<file path="src/rtl/uncache_pkg.sv">
// Shared types and AXI constants for the uncached instruction-fetch path.
package uncache_pkg;

    typedef enum logic [1:0] {
        IDLE = 2'd0,
        AR   = 2'd1,
        R    = 2'd2,
        DONE = 2'd3
    } uc_state_t;

    localparam logic [1:0] AXI_BURST_INCR = 2'b01;
    localparam logic [2:0] AXI_SIZE_4B    = 3'b010;
    localparam logic [1:0] AXI_RESP_OKAY  = 2'b00;

endpackage

</file>
<file path="src/rtl/uncache_ibuf.sv">
// One-entry hit buffer for the uncached fetch path. It remembers the last
// completed uncached word so that a repeat fetch of the same word-aligned
// address can be answered without an AXI read. Only instantiated when
// UNCACHE_IHIT_BUF_EN is defined.
module uncache_ibuf (
    input  logic        clk,
    input  logic        resetn,
    input  logic [29:0] lkup_tag_i,
    output logic        lkup_hit_o,
    output logic [31:0] lkup_word_o,
    output logic        lkup_err_o,
    input  logic        fill_en_i,
    input  logic [29:0] fill_tag_i,
    input  logic [31:0] fill_word_i,
    input  logic        fill_err_i
);

    logic        valid_q;
    logic [29:0] tag_q;
    logic [31:0] word_q;
    logic        err_q;

    // Entry storage: overwritten by every fill, cleared only by reset.
    always_ff @(posedge clk or negedge resetn) begin
        if (!resetn) begin
            valid_q <= 1'b0;
            tag_q   <= '0;
            word_q  <= '0;
            err_q   <= 1'b0;
        end else if (fill_en_i) begin
            valid_q <= 1'b1;
            tag_q   <= fill_tag_i;
            word_q  <= fill_word_i;
            err_q   <= fill_err_i;
        end
    end

    assign lkup_hit_o  = valid_q && (tag_q == lkup_tag_i);
    assign lkup_word_o = word_q;
    assign lkup_err_o  = err_q;

endmodule

</file>
<file path="src/rtl/icache_uncache_rd.sv">
// Uncached instruction-fetch read engine: one single-beat AXI read per
// fetch, result held in DONE until the IF stage consumes it or a flush.
// Optional feature: UNCACHE_IHIT_BUF_EN adds a one-entry hit buffer.
//
// state | meaning
// IDLE  | waiting for an uncached fetch request
// AR    | driving the read address until ARREADY
// R     | waiting for the read data beat
// DONE  | presenting the fetched word to IF
module icache_uncache_rd
    import uncache_pkg::*;
#(
    parameter logic [3:0] AXI_ID = 4'h1
) (
    input  logic        clk,
    input  logic        resetn,
    input  logic        req_valid,
    input  logic [31:0] req_paddr,
    input  logic        flush,
    input  logic        cpu_stall,
    output logic        busy,
    output logic        resp_valid,
    output logic [31:0] resp_rdata,
    output logic        resp_err,
    output logic [3:0]  arid,
    output logic [31:0] araddr,
    output logic [7:0]  arlen,
    output logic [2:0]  arsize,
    output logic [1:0]  arburst,
    output logic        arvalid,
    input  logic        arready,
    input  logic [3:0]  rid,
    input  logic [31:0] rdata,
    input  logic [1:0]  rresp,
    input  logic        rlast,
    input  logic        rvalid,
    output logic        rready
);

    uc_state_t   state_q, state_d;
    logic [29:0] addr_q;
    logic        discard_q;
    logic [31:0] rdata_q;
    logic        err_q;

    logic        accept;
    logic        r_done;
    logic        drop;
    logic        hit;
    logic [31:0] hit_word;
    logic        hit_err;

    // Every R-state beat is final, so RLAST and RID carry no information here.
    logic        unused_inputs;
    assign unused_inputs = ^{rid, rlast, req_paddr[1:0]};

    assign accept = (state_q == IDLE) && req_valid && !flush;
    assign r_done = (state_q == R) && rvalid;
    // A flush arriving on the data beat itself also kills the result.
    assign drop   = discard_q || flush;

`ifdef UNCACHE_IHIT_BUF_EN
    uncache_ibuf u_ibuf (
        .clk         (clk),
        .resetn      (resetn),
        .lkup_tag_i  (req_paddr[31:2]),
        .lkup_hit_o  (hit),
        .lkup_word_o (hit_word),
        .lkup_err_o  (hit_err),
        .fill_en_i   (r_done && !drop),
        .fill_tag_i  (addr_q),
        .fill_word_i (rdata),
        .fill_err_i  (rresp != AXI_RESP_OKAY)
    );
`else
    assign hit      = 1'b0;
    assign hit_word = '0;
    assign hit_err  = 1'b0;
`endif

    // State register.
    always_ff @(posedge clk or negedge resetn) begin
        if (!resetn) begin
            state_q <= IDLE;
        end else begin
            state_q <= state_d;
        end
    end

    // Next-state logic.
    always_comb begin
        state_d = state_q;
        case (state_q)
            IDLE:    if (accept) state_d = hit ? DONE : AR;
            AR:      if (arready) state_d = R;
            R:       if (rvalid) state_d = drop ? IDLE : DONE;
            DONE:    if (flush || !cpu_stall) state_d = IDLE;
            default: state_d = IDLE;
        endcase
    end

    // Address latch, discard flag and registered response word.
    always_ff @(posedge clk or negedge resetn) begin
        if (!resetn) begin
            addr_q    <= '0;
            discard_q <= 1'b0;
            rdata_q   <= '0;
            err_q     <= 1'b0;
        end else begin
            if (accept) begin
                addr_q    <= req_paddr[31:2];
                discard_q <= 1'b0;
                if (hit) begin
                    rdata_q <= hit_word;
                    err_q   <= hit_err;
                end
            end else if (((state_q == AR) || (state_q == R)) && flush) begin
                discard_q <= 1'b1;
            end
            if (r_done && !drop) begin
                rdata_q <= rdata;
                err_q   <= (rresp != AXI_RESP_OKAY);
            end
        end
    end

    // Outputs decoded from the current state.
    always_comb begin
        arvalid    = (state_q == AR);
        rready     = (state_q == R);
        resp_valid = (state_q == DONE);
        busy       = (accept && !hit) || (state_q == AR) || (state_q == R);
    end

    assign araddr     = {addr_q, 2'b00};
    assign arid       = AXI_ID;
    assign arlen      = 8'd0;
    assign arsize     = AXI_SIZE_4B;
    assign arburst    = AXI_BURST_INCR;
    assign resp_rdata = rdata_q;
    assign resp_err   = err_q;

endmodule

</file>
<file path="config.mk">
export PLATFORM = sky130hd
export DESIGN_NAME = icache_uncache_rd
export DESIGN_NICKNAME = d
export VERILOG_FILES = /design/src/rtl/uncache_pkg.sv /design/src/rtl/uncache_ibuf.sv /design/src/rtl/icache_uncache_rd.sv
export SDC_FILE = /design/constraint.sdc
export NUM_CORES = 1
export LEC_CHECK = 0
export CORE_ASPECT_RATIO = 1.2
export CORE_MARGIN = 3
export CORE_UTILIZATION = 35
export DETAILED_ROUTE_END_ITERATION = 8
export PLACE_DENSITY = 0.8
export SLEW_MARGIN = 20
export SYNTH_ARGS = -nofsm -noshare
export SYNTH_HDL_FRONTEND = slang
export SYNTH_HIERARCHICAL = 1
export SYNTH_SLANG_ARGS = --single-unit
export TNS_END_PERCENT = 30
</file>
<file path="constraint.sdc">
create_clock -name clk -period 1.8 [get_ports clk]
set_input_delay 0.36 -clock clk [delete_from_list [all_inputs] [get_ports clk]]
set_output_delay 0.36 -clock clk [all_outputs]
set_load 0.02 [all_outputs]
</file>
After elaboration in Yosys (flattened, before gate mapping):

Index checks and enable logic that the tools add are counted.

* ROM bits: 0
* memories: 0
* output and inout bits: 86
* register bits: 66
* RAM bits: 0
* bits of input ports: 78
* logic and storage cells: 37
* latch bits: 0

* div/mod/pow operators: 0
* multiply operators: 0
* muxes and demuxes: 8
* order comparisons: 0
* equality and inequality tests: 7
* reductions and logical operators: 17
* bitwise operators: 0
* add/sub/neg operators: 0
* shifts and indexed selects: 0

Operators by type and width (count)
* two-way mux 2 bit: 5
* case mux 2 bit (4 select lines): 1
* logical AND 1 bit: 5
* logical OR 1 bit: 5
* == test 2 bit, second input constant: 2
* != test 2 x 1 -> 1 bit, second input constant: 2
* != test 2 bit, second input constant: 2
* AND reduction 4 bit: 1
* nonzero test 2 bit: 2
* logical NOT 1 bit: 3
* == test 2 x 1 -> 1 bit, second input constant: 1
* logical NOT 2 bit: 1
* two-way mux 1 bit: 2

Longest topological paths before layout:

Gate-level depths: netlist of run 1.

* word-level depth: 5
* gate-level depth with buffers: 7
* gate-level depth less buffers: 5

Worst setup path before layout of run 1:

Ideal clock, no wire load.

* path kind: register to register
* start: register state_q[0]
* end: register rdata_q[10] (netlist: resp_rdata[10])
* arrival time: 1.779 ns
* required time: 1.675 ns
* buffers on the path: 2
* cell stages (with the launch flop): 7
* path slack: -0.104 ns
* path through: dfrtp_1 > inv_1 > ha_1 > nor4bb_2 > buf_4 > buf_12 > mux2_4

* cells in the longest elaborated chain, start to end: 3

Ends and longest elaborated chain
* start: declaration: line icache_uncache_rd.sv:40 `uc_state_t state_q, state_d;`
* start signal: assignment: line icache_uncache_rd.sv:86 `state_q <= state_d;`
* == test 2 bit
* named net rready: line icache_uncache_rd.sv:37 `output logic rready`
* logical AND 1 bit: line icache_uncache_rd.sv:58 `assign r_done = (state_q == R) && rvalid;`
* logical AND 1 bit: line icache_uncache_rd.sv:120 `if (r_done && !drop) begin`
* end signal: assignment: line icache_uncache_rd.sv:114 `rdata_q <= hit_word;`
* end signal: assignment: line icache_uncache_rd.sv:121 `rdata_q <= rdata;`
* end: declaration: line icache_uncache_rd.sv:43 `logic [31:0] rdata_q;`

The timed path passes the listed nets, and every way through them passes these cells.
A chain may end at the register's enable or synchronous reset.

Worst setup path in the final report of run 1:

* start: register state_q[0]
* end: register rdata_q[2] (netlist: resp_rdata[2])

* cells in the longest elaborated chain, start to end: 3

Ends and longest elaborated chain (line)
* == test 2 bit: icache_uncache_rd.sv:58
* logical AND 1 bit: icache_uncache_rd.sv:58
* logical AND 1 bit: icache_uncache_rd.sv:120

Every way passes these cells.

==> results.md, run 1 <==
* Critical Path Source: state_q[0]
* Router iterations before antenna repair at 3
* Worst r2r src: state_q[0]
* Overflow after GRT at 0
* Fin. max-slew vios at 0
* Final cell utilization of the core at 58.7%
* Final Instance Area at 4630 um^2
* Endpoints failing setup at 0
* Max Clock Freq at 574 MHz
* Final WL at 6750 um
* CTS clk-pin slew, worst paths at 80 ps
* Place WS at -346 ps
* Initial antenna violation count at 0
* Routed len/inst at 15.7 um
* RSZ-0062 raised after global routing: true
* CTS tree: yes
* Die width at 89.4 um
* Vias per cell at 4.47
* Layout cell share with drive strength beyond 1 at 29.7%
* Worst setup margin at 57.2 ps
* Max stage delay on crit path at 390 ps
* Power density over the cells at 1770 nW/um^2
* CTS buffer count at 9
* Clock sink count at 66
* Ys Warns at 6
* Post-synthesis cell type count at 21
* Bufs on Longest Clock Path at 2
* Most common cell after layout, fill and taps aside: clkdlybuf4s50_1
* Synthesized flop and latch total at 66
* Crit path cell chain: inv_2 -> ha_4 -> nor4bb_4 -> buf_4 -> clkbuf_16 -> mux2_2
* Fin nets at 415
* Final ANT Viol Nets at 0
* EDFF count, synth at 0
* WS Path Type: reg2reg
* GRT Total Usage at 14.3%
* Initial detailed-routing violation count at 36
* Placed inst area at 4370 um^2
* First-pass GRT wire length at 10300 um
* Largest net degree at the start of global routing at 67
* Cells after synthesis at 181
* Peak supply drop at 0.978 mV
* Vias post-DR at 1916
* Vias in the first global route at 2080
* CTS Hold Bufs at 0
* Avg Inst Size Synth at 16.1 um^2
* FP Rows at 35
* H-tree lvl count at 3
* Post-synth top area share at 56.6%
* Max Cap Viol at 0
* Status: finished, final reports clean
* Worst Setup Start Kind: flop
* CP Capture Type: flop
* Fill cells at 651
* Leading area contributor after synthesis: dfrtp_1
* Seq/Total Area, Yosys at 56.6%
* Final Critical Period at 1740 ps
* Arrival @ worst endpoint at 1950 ps
* PortBufs at 137
* GPL Wtd Cong at 0.681
* Final period utilization at 96.8%
* Fin. Hold Viols at 0
* Crit path max fanout at 17
* Syn Std Cell Area at 2920 um^2
* Die area at 9470 um^2
* HP Class: in2async
* Dpl hpwl at 4930 um
* Area growth, synth to finish at 58.6%
* Leakage at 0.00207 uW
* Skew final at 11.0 ps
* Commonest non-fill, non-tap cells in the layout: clkdlybuf4s50_1 (131), dfrtp_1 (66), mux2_2 (34)
* Die Y at 106 um
* Worst Path Required at 2010 ps
* Synth Flop Type: dfrtp_1
* Io pins at 164
* Ys async rst share at 100%
* Initial Util at 37.0%
* Largest cells by area after synthesis: dfrtp_1 (57%), mux2_4 (14%), mux2_2 (13%)
* CP max-delay cell: dfrtp_1
* # diodes at 0
* Root Driver: clkbuf_8
* Worst-Skew Late Latency at 330 ps
* Total core area at 7880 um^2
* DRC errors left at 0
==> power by group <==
part	switching, uW	internal [uW]
combinational	1830	2330
clock	543	892
sequential	384	2220
total	2760	5440
==> final cells by class <==
type | instances | area (um^2) | area share (%)
clock inverters | 4 | 72.6 | 1.57
flip-flops and latches | 66 | 1650 | 35.7
multi-input cells | 104 | 1120 | 24.2
clock buffers | 12 | 165 | 3.57
repair buffers | 149 | 1490 | 32.3
well taps | 92 | 115 | 2.49
inverters | 2 | 7.51 | 0.162
==> stage by stage <==
step	setup TNS, ps	cells	power, uW	hold slack (ps)
6_report	0	429	8200	38.2
5_1_grt	-37.8	429	8670	43.5
4_1_cts	-57.1	427	8340	33.3
3_5_place_dp	-13670	411	6860	407
3_3_place_gp	-13230	411	6750	406
2_1_floorplan	0	198	4820	64.4
==> synth_stat cells (all sizes together) (2+ instances only) <==
cell and instances:
dfrtp 66, mux2 62, buf 26, ha 5
nor2 4, mux2i 3, conb 2, inv 2
nor2b 2
==> sequential cells by signal, summed over array words and instances (netlist names) <==
name	count
state_q	2
resp_err	1
resp_rdata	32
addr_q	30
discard_q	1
==> layer usage <==
layer	GRT usage [%]	vias up	part of all wire (%)
met5	0	-	0
met4	3.51	0	0.53
met3	5.66	5	7.3
met2	25.1	88	54
met1	15.7	942	39
li1	-	881	-
==> worst paths after layout <==
path	end	slack (ps)	cells past startpoint
worst max-delay path	resp_rdata[2]	60	6
worst min-delay path	resp_rdata[13]	40	2
worst max register to register	resp_rdata[2]	60	6
worst min register to register	addr_q[29]	510	1
max in group asynchronous	addr_q[22]	1480	2
min in group clk	discard_q	490	3
==> cells by family (layout without fill, tap and decap cells) <==
group           after synthesis  after routing  synth area share [%]
fa+ha+maj                     5              5                  2.14
buf+inv                      28            167                  7.98
compound gates                3              3                  1.37
mux                          65             65                  28.6
other cells                   2             19                 0.257
flops                        66             66                  56.6
simple gates                 12             12                  3.09
==> timing repair <==
action / 4_1_cts / 5_1_grt
pin swaps: 0 / 2
resized for setup: 9 / 9
hold endpoints to repair: 0 / 0
gates cloned: 0 / 1
setup buffers: 0 / 1
endpoints found under the setup margin: 8 / 19
==> critical path: cells and delay by family (launching register included) <==
kind | cells | cell delay [ps]
buffers and inverters | 3 | 460
flip-flops | 1 | 390
multiplexers | 1 | 340
AND/OR/NAND/NOR | 1 | 270
adder cells (fa/ha/maj) | 1 | 150
Note: power is estimated with default switching activity, not from simulation.
==> run 2: changes to the inputs <==
- CORE_ASPECT_RATIO: 1.2 -> 1.75
==> run 2 against run 1 <==
  * Core utilization is 0.72 points higher
  * Clock skew is 5.5 ps lower
  * Maximum frequency is 0.62% lower
  * Register-to-register slack is essentially flat
  * Clock power is 22% higher
  * Flip-flop and latch count unchanged
  * Sequential share of layout area decreased by 1.0 points
  * Cell area rose by 2.9%
  * Critical endpoint is now resp_valid
  * Largest power group unchanged
  * Hold slack improved by 450 ps
  * Die area rose by 0.41%
  * Non-clock buffer count up 6
  * Total power is 4.5% higher
==> results.md, run 2 (same netlist as run 1, synthesis figures left out) <==
* Final non-filler cell total at 433 (+0.93%)
* Total core area at 8020 um^2 (+1.7%)
* Vias per cell at 4.61 (+3.1%)
* Worst Path Required at 1440 ps (-570 ps)
* Layout cell share with drive strength beyond 1 at 29.7% (+0.064 points)
* Bufs on Longest Clock Path at 2 (unchanged)
* CP max-delay cell: dfrtp_1
* Max Cap Viol at 0 (unchanged)
* Largest net degree at the start of global routing at 52 (-22%)
* # diodes at 0 (unchanged)
* Power density over the cells at 1800 nW/um^2 (+1.5%)
* Overflow after GRT at 0 (unchanged)
* Final period utilization at 97.4% (+0.61 points)
* Skew final at 5.57 ps (-5.47 ps)
* Router iterations before antenna repair at 4 (+1)
* CTS clk-pin slew, worst paths at 50 ps (-30 ps)
* Root Driver: clkbuf_16
* H-tree lvl count at 3 (unchanged)
* CTS buffer count at 9 (unchanged)
* First-pass GRT wire length at 11100 um (+7.8%)
* Fin. Hold Viols at 0 (unchanged)
* Fill cells at 659 (+1.2%)
* HP Class: in2async
* Fin. max-slew vios at 0 (unchanged)
* Setup_tns at 0 ps (unchanged)
* CTS tree: yes
* Final WL at 7120 um (+5.4%)
* CP delay by family, top: buffers and inverters
* Dpl hpwl at 5250 um (+6.5%)
* Final cell utilization of the core at 59.4% (+0.72 points)
* Leakage at 0.00213 uW (+3.0%)
* Vias post-DR at 1994 (+4.1%)
* Final ANT Viol Nets at 0 (unchanged)
* Initial detailed-routing violation count at 37 (+2.8%)
* Final Critical Period at 1750 ps (+10.9 ps)
* Worst Setup Start Kind: flop
* WS Path Type: reg2out
* GPL Wtd Cong at 0.696 (+2.3%)
* Vias in the first global route at 2208 (+6.2%)
* Status: finished, final reports clean
* Max stage delay on crit path at 390 ps (about the same)
* Crit path max fanout at 3 (-14)
* Max reg flops at 32 (unchanged)
* Initial antenna violation count at 0 (unchanged)
* DRC errors left at 0 (unchanged)
* Io pins at 164 (unchanged)
* Initial Util at 36.4% (-0.62 points)
* Die area at 9510 um^2 (+0.41%)
* Worst-Skew Late Latency at 330 ps (about the same)
* Placed Cells at 412 (+0.24%)
* Die width at 75.0 um (-16%)
* PortBufs at 137 (unchanged)
* Area growth, synth to finish at 63.3%
* Most common cell after layout, fill and taps aside: clkdlybuf4s50_1
* Clock sink count at 66 (unchanged)
* FP Rows at 43 (+23%)
* Crit path buf inv count at 2 (-1)
* Routed len/inst at 16.4 um (+4.4%)
* Fin nets at 421 (+1.4%)
* Arrival @ worst endpoint at 1390 ps (-560 ps)
* Commonest non-fill, non-tap cells in the layout: clkdlybuf4s50_1 (132), dfrtp_1 (66), mux2_2 (34)
* Endpoints failing setup at 0 (unchanged)
* GRT Total Usage at 15.9% (+1.6 points)
* Crit path cell chain: buf_4 -> ha_1 -> dlygate4sd2_1
* CP Capture Type: primary output
* Peak supply drop at 1.03 mV (+5.4%)
* RSZ-0062 raised after global routing: true
* Die Y at 127 um (+20%)
* Max Clock Freq at 570 MHz (-0.62%)
## run 2: worst paths after layout
kind | start | slack (ps) | endpoint | cells past startpoint
min in group clk | addr_q[26] | 500 | addr_q[26] | 1
min | resetn | 490 | resp_rdata[0] | 2
max reg2reg | state_q[0] | 60 | resp_rdata[2] | 7
max in group asynchronous | resetn | 700 | addr_q[26] | 3
max | state_q[0] | 50 | resp_valid | 3
min reg2reg | addr_q[26] | 500 | addr_q[26] | 1
## run 2: stage by stage
stage                     hold WS (ps)  instance area (um^2)  power, uW  setup WS [ps]
final                              490                  4760       8560           46.3
after global routing               514                  4760       9020          -33.5
after CTS                          490                  4780       8700          -51.9
after detailed placement           307                  4390       6890           -280
after global placement             300                  4390       6790           -254
after floorplan                   64.4                  2990       4820           21.4
## run 2: per-layer routing
| layer | GRT usage (%) | up-vias | wire length (um) |
|---|---|---|---|
| li1 | - | 899 | - |
| met1 | 16.5 | 977 | 2460 |
| met2 | 27.4 | 95 | 3970 |
| met3 | 2.30 | 23 | 353 |
| met4 | 11.9 | 0 | 337 |
| met5 | 0 | - | 0 |
## run 2: power by group
| part | switching (uW) | total [uW] | internal, uW |
|---|---|---|---|
| combinational | 1850 | 4220 | 2360 |
| sequential | 384 | 2610 | 2230 |
| clock | 591 | 1740 | 1150 |
## run 2: cell type report
cell class                      count  area, um^2  share of cell area [%]
Sequential cell                    66        1650                    34.7
Timing Repair Buffer              155        1570                    32.9
Multi-Input combinational cell    104        1120                    23.6
Clock buffer                       14         264                    5.54
Tap cell                           90         113                    2.36
Clock inverter                      2        35.0                   0.735
Inverter                            2        7.51                   0.158
## run 2: timing repair
item,in CTS,in global routing
cloned,2,0
endpoints found under the setup margin,33,30
hold buffers,1,0
hold endpoints to repair,15,0
buffers inserted,2,0
gates resized for setup,10,5
pin swaps,1,1
==> run 3: changes to the inputs <==
- ABC_AREA: not set -> 0
==> results of run 3 <==
Same layout as run 2: the final DEF is identical, and so are final timing and power.
